### config.mk
export PLATFORM = sky130hd
export DESIGN_NAME = ex_stage_md_flat
export DESIGN_NICKNAME = d
export VERILOG_FILES = /design/src/rtl/ex_stage_md_if.sv /design/src/rtl/ex_stage_md.sv /design/src/flat_wrapper.sv
export SDC_FILE = /design/constraint.sdc
export NUM_CORES = 2
export LEC_CHECK = 0
export BUFFER_PORTS_ARGS = -buffer_cell sky130_fd_sc_hd__buf_2
export CORE_MARGIN = 1
export CORE_UTILIZATION = 60
export DETAILED_ROUTE_END_ITERATION = 6
export HOLD_SLACK_MARGIN = 0.05
export PLACE_DENSITY = 0.81
export SYNTH_ARGS = -nofsm -noshare
export SYNTH_HDL_FRONTEND = slang
export SYNTH_SLANG_ARGS = --single-unit
export TNS_END_PERCENT = 10
### constraint.sdc
create_clock -name clk -period 5.7 [get_ports clk]
set_input_delay 0.57 -clock clk [delete_from_list [all_inputs] [get_ports clk]]
set_output_delay 0.57 -clock clk [all_outputs]
set_load 0.1 [all_outputs]
### src/rtl/ex_stage_md_if.sv
// Bundle of the ID/EX inputs and EX/MEM outputs of the multiply-capable execute stage.
// master drives the instruction side; slave is the execute stage itself.
interface ex_stage_md_if #(
  parameter int XLEN   = 32,
  parameter int REG_AW = 5
) ();
  logic              i_pipe_Valid;
  logic              i_pipe_Stall;
  logic              i_pipe_Flush;
  logic [XLEN-1:0]   i_pipe_PC;
  logic [XLEN-1:0]   i_pipe_Imm;
  logic [XLEN-1:0]   i_pipe_Reg1Data;
  logic [XLEN-1:0]   i_pipe_Reg2Data;
  logic [1:0]        i_fwd_ASel;
  logic [1:0]        i_fwd_BSel;
  logic [XLEN-1:0]   i_wb_Data;
  logic              i_pipe_Alu1Src;
  logic [1:0]        i_pipe_Alu2Src;
  logic [3:0]        i_pipe_AluCtr;
  logic [2:0]        i_pipe_BrFunct3;
  logic              i_pipe_Branch;
  logic              i_pipe_Jump;
  logic              i_pipe_Jalr;
  logic [REG_AW-1:0] i_pipe_RegDst;
  logic              i_pipe_MemToReg;
  logic              i_pipe_RegWrEn;
  logic              i_pipe_MemWrEn;
  logic              o_busy;
  logic              o_pipe_Valid;
  logic [XLEN-1:0]   o_pipe_AluResult;
  logic [XLEN-1:0]   o_pipe_Reg2Data;
  logic [XLEN-1:0]   o_pipe_TargetAddr;
  logic              o_pipe_Taken;
  logic [REG_AW-1:0] o_pipe_RegDst;
  logic              o_pipe_MemToReg;
  logic              o_pipe_RegWrEn;
  logic              o_pipe_MemWrEn;

  modport master (
    output i_pipe_Valid, i_pipe_Stall, i_pipe_Flush, i_pipe_PC, i_pipe_Imm,
           i_pipe_Reg1Data, i_pipe_Reg2Data, i_fwd_ASel, i_fwd_BSel, i_wb_Data,
           i_pipe_Alu1Src, i_pipe_Alu2Src, i_pipe_AluCtr, i_pipe_BrFunct3,
           i_pipe_Branch, i_pipe_Jump, i_pipe_Jalr, i_pipe_RegDst,
           i_pipe_MemToReg, i_pipe_RegWrEn, i_pipe_MemWrEn,
    input  o_busy, o_pipe_Valid, o_pipe_AluResult, o_pipe_Reg2Data,
           o_pipe_TargetAddr, o_pipe_Taken, o_pipe_RegDst, o_pipe_MemToReg,
           o_pipe_RegWrEn, o_pipe_MemWrEn
  );

  modport slave (
    input  i_pipe_Valid, i_pipe_Stall, i_pipe_Flush, i_pipe_PC, i_pipe_Imm,
           i_pipe_Reg1Data, i_pipe_Reg2Data, i_fwd_ASel, i_fwd_BSel, i_wb_Data,
           i_pipe_Alu1Src, i_pipe_Alu2Src, i_pipe_AluCtr, i_pipe_BrFunct3,
           i_pipe_Branch, i_pipe_Jump, i_pipe_Jalr, i_pipe_RegDst,
           i_pipe_MemToReg, i_pipe_RegWrEn, i_pipe_MemWrEn,
    output o_busy, o_pipe_Valid, o_pipe_AluResult, o_pipe_Reg2Data,
           o_pipe_TargetAddr, o_pipe_Taken, o_pipe_RegDst, o_pipe_MemToReg,
           o_pipe_RegWrEn, o_pipe_MemWrEn
  );
endinterface

### src/rtl/ex_stage_md.sv
// Execute stage with forwarding, branch resolution, pipeline control and an
// iterative shift-add multiplier (MUL/MULHU) that holds upstream while it runs.
module ex_stage_md #(
  parameter int              XLEN     = 32,
  parameter int              REG_AW   = 5,
  parameter logic [XLEN-1:0] PC_RESET = '0
) (
  input  logic        clk,
  input  logic        reset_n,
  ex_stage_md_if.slave ex
);
  localparam int SW = $clog2(XLEN);
  localparam logic [SW-1:0] LAST_BIT = SW'(XLEN - 1);

  typedef enum logic [1:0] {IDLE, BUSY, DONE} state_t;

  state_t state_q, state_d;

  logic [XLEN-1:0]   rs1_fwd, rs2_fwd, op_a, op_b, alu_res, jalr_sum, target, mul_res;
  logic [SW-1:0]     shamt;
  logic              br_cond, is_mul, start, busy;
  logic [2*XLEN-1:0] acc, mcand;
  logic [XLEN-1:0]   mplier, m_store;
  logic [SW-1:0]     count;
  logic              m_hi, m_m2r, m_rwe, m_mwe;
  logic [REG_AW-1:0] m_rd;

  always_comb begin
    case (ex.i_fwd_ASel)
      2'd1:    rs1_fwd = ex.o_pipe_AluResult;
      2'd2:    rs1_fwd = ex.i_wb_Data;
      default: rs1_fwd = ex.i_pipe_Reg1Data;
    endcase
    case (ex.i_fwd_BSel)
      2'd1:    rs2_fwd = ex.o_pipe_AluResult;
      2'd2:    rs2_fwd = ex.i_wb_Data;
      default: rs2_fwd = ex.i_pipe_Reg2Data;
    endcase
    op_a = ex.i_pipe_Alu1Src ? ex.i_pipe_PC : rs1_fwd;
    case (ex.i_pipe_Alu2Src)
      2'd0:    op_b = ex.i_pipe_Imm;
      2'd1:    op_b = rs2_fwd;
      2'd2:    op_b = XLEN'(4);
      default: op_b = '0;
    endcase
  end

  assign shamt = op_b[SW-1:0];

  always_comb begin
    alu_res = '0;
    case (ex.i_pipe_AluCtr)
      4'd0:  alu_res = op_a + op_b;
      4'd1:  alu_res = op_a - op_b;
      4'd2:  alu_res = op_a << shamt;
      4'd3:  alu_res = {{(XLEN-1){1'b0}}, ($signed(op_a) < $signed(op_b))};
      4'd4:  alu_res = {{(XLEN-1){1'b0}}, (op_a < op_b)};
      4'd5:  alu_res = op_a ^ op_b;
      4'd6:  alu_res = op_a >> shamt;
      4'd7:  alu_res = $signed(op_a) >>> shamt;
      4'd8:  alu_res = op_a | op_b;
      4'd9:  alu_res = op_a & op_b;
      4'd10: alu_res = op_b;
      default: alu_res = '0;
    endcase
  end

  always_comb begin
    br_cond = 1'b0;
    case (ex.i_pipe_BrFunct3)
      3'b000: br_cond = (rs1_fwd == rs2_fwd);
      3'b001: br_cond = (rs1_fwd != rs2_fwd);
      3'b100: br_cond = ($signed(rs1_fwd) <  $signed(rs2_fwd));
      3'b101: br_cond = ($signed(rs1_fwd) >= $signed(rs2_fwd));
      3'b110: br_cond = (rs1_fwd <  rs2_fwd);
      3'b111: br_cond = (rs1_fwd >= rs2_fwd);
      default: br_cond = 1'b0;
    endcase
  end

  assign jalr_sum = rs1_fwd + ex.i_pipe_Imm;
  assign target   = ex.i_pipe_Jalr ? {jalr_sum[XLEN-1:1], 1'b0} : ex.i_pipe_PC + ex.i_pipe_Imm;
  assign is_mul   = (ex.i_pipe_AluCtr == 4'd11) || (ex.i_pipe_AluCtr == 4'd12);
  assign start    = (state_q == IDLE) && ex.i_pipe_Valid && !ex.i_pipe_Flush && is_mul;
  assign mul_res  = m_hi ? acc[2*XLEN-1:XLEN] : acc[XLEN-1:0];

  always_ff @(posedge clk or negedge reset_n) begin
    if (!reset_n) state_q <= IDLE;
    else          state_q <= state_d;
  end

  // busy covers the entry cycle too, so ID/EX keeps the multiply until DONE releases it
  always_comb begin
    state_d = state_q;
    busy    = 1'b0;
    case (state_q)
      IDLE: if (start) begin
        state_d = BUSY;
        busy    = 1'b1;
      end
      BUSY: begin
        busy = 1'b1;
        if (count == LAST_BIT) state_d = DONE;
      end
      DONE: begin
        busy = ex.i_pipe_Stall;
        if (!ex.i_pipe_Stall) state_d = IDLE;
      end
      default: state_d = IDLE;
    endcase
    if (ex.i_pipe_Flush) state_d = IDLE;
  end

  assign ex.o_busy = busy;

  always_ff @(posedge clk or negedge reset_n) begin
    if (!reset_n) begin
      acc     <= '0;
      mcand   <= '0;
      mplier  <= '0;
      count   <= '0;
      m_hi    <= 1'b0;
      m_store <= '0;
      m_rd    <= '0;
      m_m2r   <= 1'b0;
      m_rwe   <= 1'b0;
      m_mwe   <= 1'b0;
    end else if (start) begin
      acc     <= '0;
      mcand   <= {{XLEN{1'b0}}, op_a};
      mplier  <= op_b;
      count   <= '0;
      m_hi    <= (ex.i_pipe_AluCtr == 4'd12);
      m_store <= rs2_fwd;
      m_rd    <= ex.i_pipe_RegDst;
      m_m2r   <= ex.i_pipe_MemToReg;
      m_rwe   <= ex.i_pipe_RegWrEn;
      m_mwe   <= ex.i_pipe_MemWrEn;
    end else if (state_q == BUSY) begin
      if (mplier[0]) acc <= acc + mcand;
      mcand  <= mcand << 1;
      mplier <= mplier >> 1;
      count  <= count + SW'(1);
    end
  end

  // Bubbles clear only the qualifying bits; data fields keep their last value
  always_ff @(posedge clk or negedge reset_n) begin
    if (!reset_n) begin
      ex.o_pipe_Valid      <= 1'b0;
      ex.o_pipe_AluResult  <= '0;
      ex.o_pipe_Reg2Data   <= '0;
      ex.o_pipe_TargetAddr <= PC_RESET;
      ex.o_pipe_Taken      <= 1'b0;
      ex.o_pipe_RegDst     <= '0;
      ex.o_pipe_MemToReg   <= 1'b0;
      ex.o_pipe_RegWrEn    <= 1'b0;
      ex.o_pipe_MemWrEn    <= 1'b0;
    end else if (ex.i_pipe_Flush) begin
      ex.o_pipe_Valid   <= 1'b0;
      ex.o_pipe_Taken   <= 1'b0;
      ex.o_pipe_RegWrEn <= 1'b0;
      ex.o_pipe_MemWrEn <= 1'b0;
    end else if (!ex.i_pipe_Stall) begin
      if (state_q == IDLE && ex.i_pipe_Valid && !is_mul) begin
        ex.o_pipe_Valid      <= 1'b1;
        ex.o_pipe_AluResult  <= alu_res;
        ex.o_pipe_Reg2Data   <= rs2_fwd;
        ex.o_pipe_TargetAddr <= target;
        ex.o_pipe_Taken      <= ex.i_pipe_Jump | (ex.i_pipe_Branch & br_cond);
        ex.o_pipe_RegDst     <= ex.i_pipe_RegDst;
        ex.o_pipe_MemToReg   <= ex.i_pipe_MemToReg;
        ex.o_pipe_RegWrEn    <= ex.i_pipe_RegWrEn;
        ex.o_pipe_MemWrEn    <= ex.i_pipe_MemWrEn;
      end else if (state_q == DONE) begin
        ex.o_pipe_Valid     <= 1'b1;
        ex.o_pipe_AluResult <= mul_res;
        ex.o_pipe_Reg2Data  <= m_store;
        ex.o_pipe_Taken     <= 1'b0;
        ex.o_pipe_RegDst    <= m_rd;
        ex.o_pipe_MemToReg  <= m_m2r;
        ex.o_pipe_RegWrEn   <= m_rwe;
        ex.o_pipe_MemWrEn   <= m_mwe;
      end else begin
        ex.o_pipe_Valid   <= 1'b0;
        ex.o_pipe_Taken   <= 1'b0;
        ex.o_pipe_RegWrEn <= 1'b0;
        ex.o_pipe_MemWrEn <= 1'b0;
      end
    end
  end
endmodule

### src/flat_wrapper.sv
// flat-port wrapper written by rule: the top's interface ports become plain ports
module ex_stage_md_flat 
#(
  parameter int              XLEN     = 32,
  parameter int              REG_AW   = 5,
  parameter logic [XLEN-1:0] PC_RESET = '0
)
  (clk, reset_n, ex_i_pipe_Valid, ex_i_pipe_Stall, ex_i_pipe_Flush, ex_i_pipe_PC, ex_i_pipe_Imm, ex_i_pipe_Reg1Data, ex_i_pipe_Reg2Data, ex_i_fwd_ASel, ex_i_fwd_BSel, ex_i_wb_Data, ex_i_pipe_Alu1Src, ex_i_pipe_Alu2Src, ex_i_pipe_AluCtr, ex_i_pipe_BrFunct3, ex_i_pipe_Branch, ex_i_pipe_Jump, ex_i_pipe_Jalr, ex_i_pipe_RegDst, ex_i_pipe_MemToReg, ex_i_pipe_RegWrEn, ex_i_pipe_MemWrEn, ex_o_busy, ex_o_pipe_Valid, ex_o_pipe_AluResult, ex_o_pipe_Reg2Data, ex_o_pipe_TargetAddr, ex_o_pipe_Taken, ex_o_pipe_RegDst, ex_o_pipe_MemToReg, ex_o_pipe_RegWrEn, ex_o_pipe_MemWrEn);
  ex_stage_md_if #(.XLEN(XLEN), .REG_AW(REG_AW)) ex_i ();
  input  logic clk;
  input  logic reset_n;
  input wire logic [$bits(ex_i.i_pipe_Valid)-1:0] ex_i_pipe_Valid;
  input wire logic [$bits(ex_i.i_pipe_Stall)-1:0] ex_i_pipe_Stall;
  input wire logic [$bits(ex_i.i_pipe_Flush)-1:0] ex_i_pipe_Flush;
  input wire logic [$bits(ex_i.i_pipe_PC)-1:0] ex_i_pipe_PC;
  input wire logic [$bits(ex_i.i_pipe_Imm)-1:0] ex_i_pipe_Imm;
  input wire logic [$bits(ex_i.i_pipe_Reg1Data)-1:0] ex_i_pipe_Reg1Data;
  input wire logic [$bits(ex_i.i_pipe_Reg2Data)-1:0] ex_i_pipe_Reg2Data;
  input wire logic [$bits(ex_i.i_fwd_ASel)-1:0] ex_i_fwd_ASel;
  input wire logic [$bits(ex_i.i_fwd_BSel)-1:0] ex_i_fwd_BSel;
  input wire logic [$bits(ex_i.i_wb_Data)-1:0] ex_i_wb_Data;
  input wire logic [$bits(ex_i.i_pipe_Alu1Src)-1:0] ex_i_pipe_Alu1Src;
  input wire logic [$bits(ex_i.i_pipe_Alu2Src)-1:0] ex_i_pipe_Alu2Src;
  input wire logic [$bits(ex_i.i_pipe_AluCtr)-1:0] ex_i_pipe_AluCtr;
  input wire logic [$bits(ex_i.i_pipe_BrFunct3)-1:0] ex_i_pipe_BrFunct3;
  input wire logic [$bits(ex_i.i_pipe_Branch)-1:0] ex_i_pipe_Branch;
  input wire logic [$bits(ex_i.i_pipe_Jump)-1:0] ex_i_pipe_Jump;
  input wire logic [$bits(ex_i.i_pipe_Jalr)-1:0] ex_i_pipe_Jalr;
  input wire logic [$bits(ex_i.i_pipe_RegDst)-1:0] ex_i_pipe_RegDst;
  input wire logic [$bits(ex_i.i_pipe_MemToReg)-1:0] ex_i_pipe_MemToReg;
  input wire logic [$bits(ex_i.i_pipe_RegWrEn)-1:0] ex_i_pipe_RegWrEn;
  input wire logic [$bits(ex_i.i_pipe_MemWrEn)-1:0] ex_i_pipe_MemWrEn;
  output wire logic [$bits(ex_i.o_busy)-1:0] ex_o_busy;
  output wire logic [$bits(ex_i.o_pipe_Valid)-1:0] ex_o_pipe_Valid;
  output wire logic [$bits(ex_i.o_pipe_AluResult)-1:0] ex_o_pipe_AluResult;
  output wire logic [$bits(ex_i.o_pipe_Reg2Data)-1:0] ex_o_pipe_Reg2Data;
  output wire logic [$bits(ex_i.o_pipe_TargetAddr)-1:0] ex_o_pipe_TargetAddr;
  output wire logic [$bits(ex_i.o_pipe_Taken)-1:0] ex_o_pipe_Taken;
  output wire logic [$bits(ex_i.o_pipe_RegDst)-1:0] ex_o_pipe_RegDst;
  output wire logic [$bits(ex_i.o_pipe_MemToReg)-1:0] ex_o_pipe_MemToReg;
  output wire logic [$bits(ex_i.o_pipe_RegWrEn)-1:0] ex_o_pipe_RegWrEn;
  output wire logic [$bits(ex_i.o_pipe_MemWrEn)-1:0] ex_o_pipe_MemWrEn;
  assign ex_i.i_pipe_Valid = ex_i_pipe_Valid;
  assign ex_i.i_pipe_Stall = ex_i_pipe_Stall;
  assign ex_i.i_pipe_Flush = ex_i_pipe_Flush;
  assign ex_i.i_pipe_PC = ex_i_pipe_PC;
  assign ex_i.i_pipe_Imm = ex_i_pipe_Imm;
  assign ex_i.i_pipe_Reg1Data = ex_i_pipe_Reg1Data;
  assign ex_i.i_pipe_Reg2Data = ex_i_pipe_Reg2Data;
  assign ex_i.i_fwd_ASel = ex_i_fwd_ASel;
  assign ex_i.i_fwd_BSel = ex_i_fwd_BSel;
  assign ex_i.i_wb_Data = ex_i_wb_Data;
  assign ex_i.i_pipe_Alu1Src = ex_i_pipe_Alu1Src;
  assign ex_i.i_pipe_Alu2Src = ex_i_pipe_Alu2Src;
  assign ex_i.i_pipe_AluCtr = ex_i_pipe_AluCtr;
  assign ex_i.i_pipe_BrFunct3 = ex_i_pipe_BrFunct3;
  assign ex_i.i_pipe_Branch = ex_i_pipe_Branch;
  assign ex_i.i_pipe_Jump = ex_i_pipe_Jump;
  assign ex_i.i_pipe_Jalr = ex_i_pipe_Jalr;
  assign ex_i.i_pipe_RegDst = ex_i_pipe_RegDst;
  assign ex_i.i_pipe_MemToReg = ex_i_pipe_MemToReg;
  assign ex_i.i_pipe_RegWrEn = ex_i_pipe_RegWrEn;
  assign ex_i.i_pipe_MemWrEn = ex_i_pipe_MemWrEn;
  assign ex_o_busy = ex_i.o_busy;
  assign ex_o_pipe_Valid = ex_i.o_pipe_Valid;
  assign ex_o_pipe_AluResult = ex_i.o_pipe_AluResult;
  assign ex_o_pipe_Reg2Data = ex_i.o_pipe_Reg2Data;
  assign ex_o_pipe_TargetAddr = ex_i.o_pipe_TargetAddr;
  assign ex_o_pipe_Taken = ex_i.o_pipe_Taken;
  assign ex_o_pipe_RegDst = ex_i.o_pipe_RegDst;
  assign ex_o_pipe_MemToReg = ex_i.o_pipe_MemToReg;
  assign ex_o_pipe_RegWrEn = ex_i.o_pipe_RegWrEn;
  assign ex_o_pipe_MemWrEn = ex_i.o_pipe_MemWrEn;
  ex_stage_md #(.XLEN(XLEN), .REG_AW(REG_AW), .PC_RESET(PC_RESET)) u_core (.clk(clk), .reset_n(reset_n), .ex(ex_i));
endmodule
## After elaboration in Yosys (flattened, before gate mapping)

Cells that the tools add are included.

| operators by class | value |
|---|---|
| add/subtract/negate cells | 6 |
| magnitude comparators | 6 |
| eq/ne operators | 32 |
| shift operators | 3 |
| mux-type cells | 47 |
| bitwise operators | 7 |
| reductions and logical operators | 18 |

Operators with widths:

| operator | number |
|---|---|
| $pmux W32 S11 | 1 |
| $mux W64 | 5 |
| $mux W32 | 9 |
| $lt A32 B32 Y1 | 4 |
| $pmux W32 S2 | 2 |
| $add A32 B32 Y32 | 3 |
| $pmux W32 S3 | 1 |
| $add A64 B64 Y64 | 1 |
| $ge A32 B32 Y1 | 2 |
| $and A32 B32 Y32 | 1 |
| $eq A32 B32 Y1 | 1 |
| $ne A32 B32 Y1 | 1 |
| $or A32 B32 Y32 | 1 |
| $shl A32 B5 Y32 | 1 |
| $shr A32 B5 Y32 | 1 |
| $sshr A32 B5 Y32 | 1 |
| $sub A32 B32 Y32 | 1 |
| $xor A32 B32 Y32 | 1 |
| $eq A4 B4 Y1 const B | 5 |
| $mux W5 | 4 |
| $mux W1 | 18 |
| $eq A4 B3 Y1 const B | 4 |
| $eq A3 B3 Y1 const B | 4 |
| $reduce_and A3 Y1 | 3 |
| 25 further kinds | 44 |

| storage, ports and cells | value |
|---|---|
| register bits | 314 |
| input port bits | 190 |
| output and inout bits | 107 |
| logic and storage cells | 139 |

## Depth between registers and ports, before layout

| logic depth | value |
|---|---|
| depth in word-level cells | 9 |
| depth in mapped cells | 25 |
| gate-level depth less buffers | 20 |

## Worst setup path after synthesis

Ideal clock, no wire load.

| timing | value |
|---|---|
| path kind | input port to flip-flop |
| from | in ex_i_fwd_BSel[0] |
| to | reg u_core.ex.o_pipe_AluResult[31] |
| arrival time | 5.374 ns |
| required time | 5.618 ns |
| path slack | 0.244 ns |
| stages | 23 |
| buffers on the path | 6 |
| cells stage by stage | inv_1 -> ha_1 -> buf_6 -> buf_2 -> buf_1 -> buf_1 -> clkbuf_1 -> a21oi_1 -> nand2b_1 -> a21oi_1 -> inv_1 -> ha_1 -> clkbuf_1 -> inv_1 -> a21o_1 -> a211o_1 -> a22o_1 -> or3_1 -> a21oi_1 -> o211ai_1 -> o21a_1 -> or3_1 -> a31oi_1 |

| on the way | value |
|---|---|
| cells in the longest elaborated chain, start to end | 6 |
| elaborated cells between the ends (all ways) | 14 |

RTL lines:

| item | line | text |
|---|---|---|
| from (decl) | flat_wrapper.sv:20 | `input wire logic [$bits(ex_i.i_fwd_BSel)-1:0] ex_i_fwd_BSel;` |
| $eq A2 B2 Y1 / $eq A2 B1 Y1 (equally long branches) | ex_stage_md.sv:34 | `case (ex.i_fwd_BSel)` |
| $pmux W32 S2 (*) | ex_stage_md.sv:34 |  |
| $pmux W32 S3 (*) | ex_stage_md.sv:40 | `case (ex.i_pipe_Alu2Src)` |
| $sub A32 B32 Y32, or another cell as far along | ex_stage_md.sv:54 | `4'd1: alu_res = op_a - op_b;` |
| $pmux W32 S11 (*) | ex_stage_md.sv:52 | `case (ex.i_pipe_AluCtr)` |
| $mux W32 (*) | ex_stage_md.sv:165 | `if (state_q == IDLE && ex.i_pipe_Valid && !is_mul) begin` |
| to (signal assigned) | ex_stage_md.sv:167 | `ex.o_pipe_AluResult <= alu_res;` |
| to (signal assigned) | ex_stage_md.sv:177 | `ex.o_pipe_AluResult <= mul_res;` |
| to (decl) | ex_stage_md_if.sv:56 | `output o_busy, o_pipe_Valid, o_pipe_AluResult, o_pipe_Reg2Data,` |

Mark *: on every way between the ends. The rest lies on a longest branch, timed or not.
A chain may end at the register's enable or synchronous reset.

## Final worst setup path

Same ends and word-level chain as after synthesis.

==> impl_metrics.py <==
metrics = {
    "layout": {
        "syn2layout_area_growth_pct": 11.9,
        "n_fill_cell": 4349,
        "fin_nets": 4911,
        "final_common_cell": "nand2_1",
        "multi_input_area_um2": 21900,
        "layout.cells.non_filler": 5168,
        "regArea_um2": 7860,
        "mostFrequentLayoutCells": "614 x nand2_1, 436 x a21oi_1, 435 x nor2_1",
        "drive_gt1_frac": 0.123,
    },
    "min_path": {
        "min_path_cells": 3,
        "hp-class": "primary input to flop",
        "hold_path.startpoint": "ex_i_pipe_MemToReg",
        "hold_end": "u_core.m_m2r",
    },
    "timing": {
        "whs_ps": 214,
        "setup_tns_ps": 0,
        "slew_violations": 0,
        "finalCritPeriodShare": 0.887,
        "finalClockSkew_ps": 44.4,
        "rsz0062_at_grt": "false",
        "period_needed_ps": 5050,
        "hold_violations": 0,
        "slew_headroom": 0.142,
        "fmax_mhz": 198,
        "setup_viol": 0,
        "tightest_slew_ps": 1290,
    },
    "global_routing": {
        "grt_max_degree": 158,
        "grt-ovfl-total": 0,
        "grt_pass1_vias": 34100,
        "track_usage": 0.525,
        "grt_pass1_wl_um": 211000,
        "antenna_found_initial": 13,
    },
    "worst_setup_path": {
        "cp.required_ps": 6180,
        "startpoint_type": "primary input",
        "reg2reg_depth": 18,
        "crit_type": "primary input to flop",
        "arrival_ps": 5530,
        "reg2reg_to": "u_core.ex.o_pipe_AluResult[26]",
        "r2r_slack_ps": 780,
        "cp_max_fo": 21,
        "cp-end-kind": "flop",
        "rr_startpoint": "u_core.ex.o_pipe_AluResult[0]",
    },
    "yosys": {
        "yosysSeqAreaShare": 0.251,
        "synth_seq_cells": 314,
        "netlist_instances": 4252,
        "async_flop_share": 1.00,
        "synthFlopType": "dfrtp_1",
        "synth.avg_cell_area_um2": 7.36,
        "ys_warn_count": 0,
        "yosysUniqueCellTypes": 87,
        "synth.net_count": 4709,
        "synth_edf_count": 0,
        "synth_area_um2": 31300,
    },
    "detailed_routing": {
        "wl_per_cell_um": 27.6,
        "via_per_inst": 7.05,
        "wl_um": 143000,
        "first_pass_iters": 7,
        "drc": 0,
        "drtAntennaViolNets": 0,
        "drt-initial-drc-count": 4830,
        "routed-via-count": 36400,
    },
    "placement": {
        "place.gp.congestion": 1.12,
        "dp_cells": 5092,
        "dpl.hpwl_um": 109000,
        "port_buffers": 296,
    },
    "floorplan": {
        "die_area_um2": 53000,
        "ioPinCount": 297,
        "num_rows": 83,
        "coreArea_um2": 51400,
        "die_w_um": 230,
        "die_h_um": 230,
        "start_util": 0.608,
    },
    "power_and_ir_drop": {
        "power_density_nw_per_um2": 429,
        "p_leak_nw": 16.2,
        "ir_drop_v": 0.000552,
    },
    "clock_tree": {
        "htree_levels": 2,
        "clkTransAtPathRegs_ps": 60,
        "cts_tree": "done",
        "post-cts-setup-buffers": 0,
        "cts_buffers": 39,
        "cts_sinks": 314,
        "root_buffer": "clkbuf_16",
        "max-clock-path-buffers": 3,
        "insertion_delay_ps": 590,
    },
    "flow_run": {
        "drv_cap": 0,
    },
    "status": {
        "status": "finished, final reports clean",
    },
}
## worst max-delay path by stage
stage	startpoint	endpoint	slack (ps)	depth (start not counted)
floorplan	ex_i_fwd_BSel[0]	u_core.ex.o_pipe_AluResult[31]	240	23
global placement	ex_i_fwd_BSel[0]	u_core.ex.o_pipe_AluResult[31]	390	19
detailed placement	ex_i_fwd_BSel[0]	u_core.ex.o_pipe_AluResult[31]	300	19
CTS	ex_i_fwd_BSel[0]	u_core.ex.o_pipe_AluResult[31]	870	19
global route	ex_i_fwd_BSel[0]	u_core.ex.o_pipe_AluResult[31]	440	20
finish	ex_i_fwd_BSel[0]	u_core.ex.o_pipe_AluResult[31]	650	20
## where the power goes
group	switching [mW]	total, mW	internal, mW	leakage [nW]
Clock	1.08	2.56	1.48	0.621
Sequential	0.837	3.83	2.99	3.94
Combinational	5.92	8.63	2.71	11.7
## cell type report
type                            count  area share
Sequential cell                   314       0.225
Clock inverter                     16     0.00515
Timing Repair Buffer              428      0.0717
Multi-Input combinational cell   3516       0.626
Tap cell                          680      0.0243
Inverter                          155      0.0166
Clock buffer                       52      0.0311
Antenna cell                        7    0.000500
## routing by layer
metal	routed length (um)	part of all wire	track usage
met3	19400	0.14	0.151
met4	13700	0.096	0.402
met2	60400	0.42	0.798
met5	124	0.00087	0.00735
met1	49000	0.34	0.624
## synthesized netlist by cell type, drive strengths merged (72+ instances only)
| master | instances | area [um2] |
|---|---|---|
| ha | 262 | 3280 |
| clkbuf | 215 | 807 |
| xnor2 | 72 | 631 |
| o22ai | 84 | 526 |
| a21o | 82 | 616 |
| nor2 | 440 | 1650 |
| mux2i | 116 | 1160 |
| nand2 | 616 | 2310 |
| nand2b | 90 | 563 |
| a31oi | 94 | 588 |
| a21oi | 438 | 2200 |
| inv | 152 | 571 |
| dfrtp | 314 | 7860 |
| o21ai | 372 | 1860 |
## logic make-up (layout without fill, tap and decap cells)
kind of cell               after synthesis  count (layout)  synth area share
DFF                                    314             314             0.251
buffers and inverters                  422             651            0.0516
muxes                                  125             125            0.0404
and+or+nand+nor                       1465            1465             0.205
AOI/OAI and AO/OA                     1537            1537             0.310
other                                    0               7                 0
xor gates and xnor gates               122             122            0.0342
adders and majority gates              267             267             0.108
## repair_timing
item | in CTS | in global routing
gates resized for setup | 0 | 0
hold buffers | 1 | 0
endpoints found under the setup margin | 0 | 0
hold endpoints to repair | 23 | 0
## registers in the layout, indices dropped and copies added, names as in the netlist, 2 cells and up
name / count
u_core.mplier: 32
u_core.m_store: 32
u_core.ex.o_pipe_AluResult: 32
u_core.mcand: 64
u_core.ex.o_pipe_Reg2Data: 32
u_core.acc: 64
u_core.count: 5
u_core.state_q: 2
u_core.ex.o_pipe_RegDst: 5
u_core.ex.o_pipe_TargetAddr: 32
u_core.m_rd: 5
## stage by stage
step                      utilization  setup WS, ps  total power, mW  area, um2
after CTS                       0.680           869             14.7      35000
after global routing            0.681           443             15.7      35000
after global placement          0.656           393             11.9      33700
after detailed placement        0.656           301             12.1      33700
final                           0.681           646             15.0      35000
after floorplan                     -           244             9.66      31300
## critical path, cell delays in order
cell and delay [ps]:
buf_2 100, inv_1 40, ha_2 560, buf_4 240
a21oi_1 130, nand2b_1 170, a21oi_1 490, inv_1 140
ha_1 450, nand2b_1 140, a21oi_1 60, nor2_1 100
o22ai_1 170, a22o_1 250, or3_1 360, a21oi_1 490
o211ai_1 280, o21a_1 260, or3_1 360, a31oi_1 160
Power figures use the tool's default switching activity.
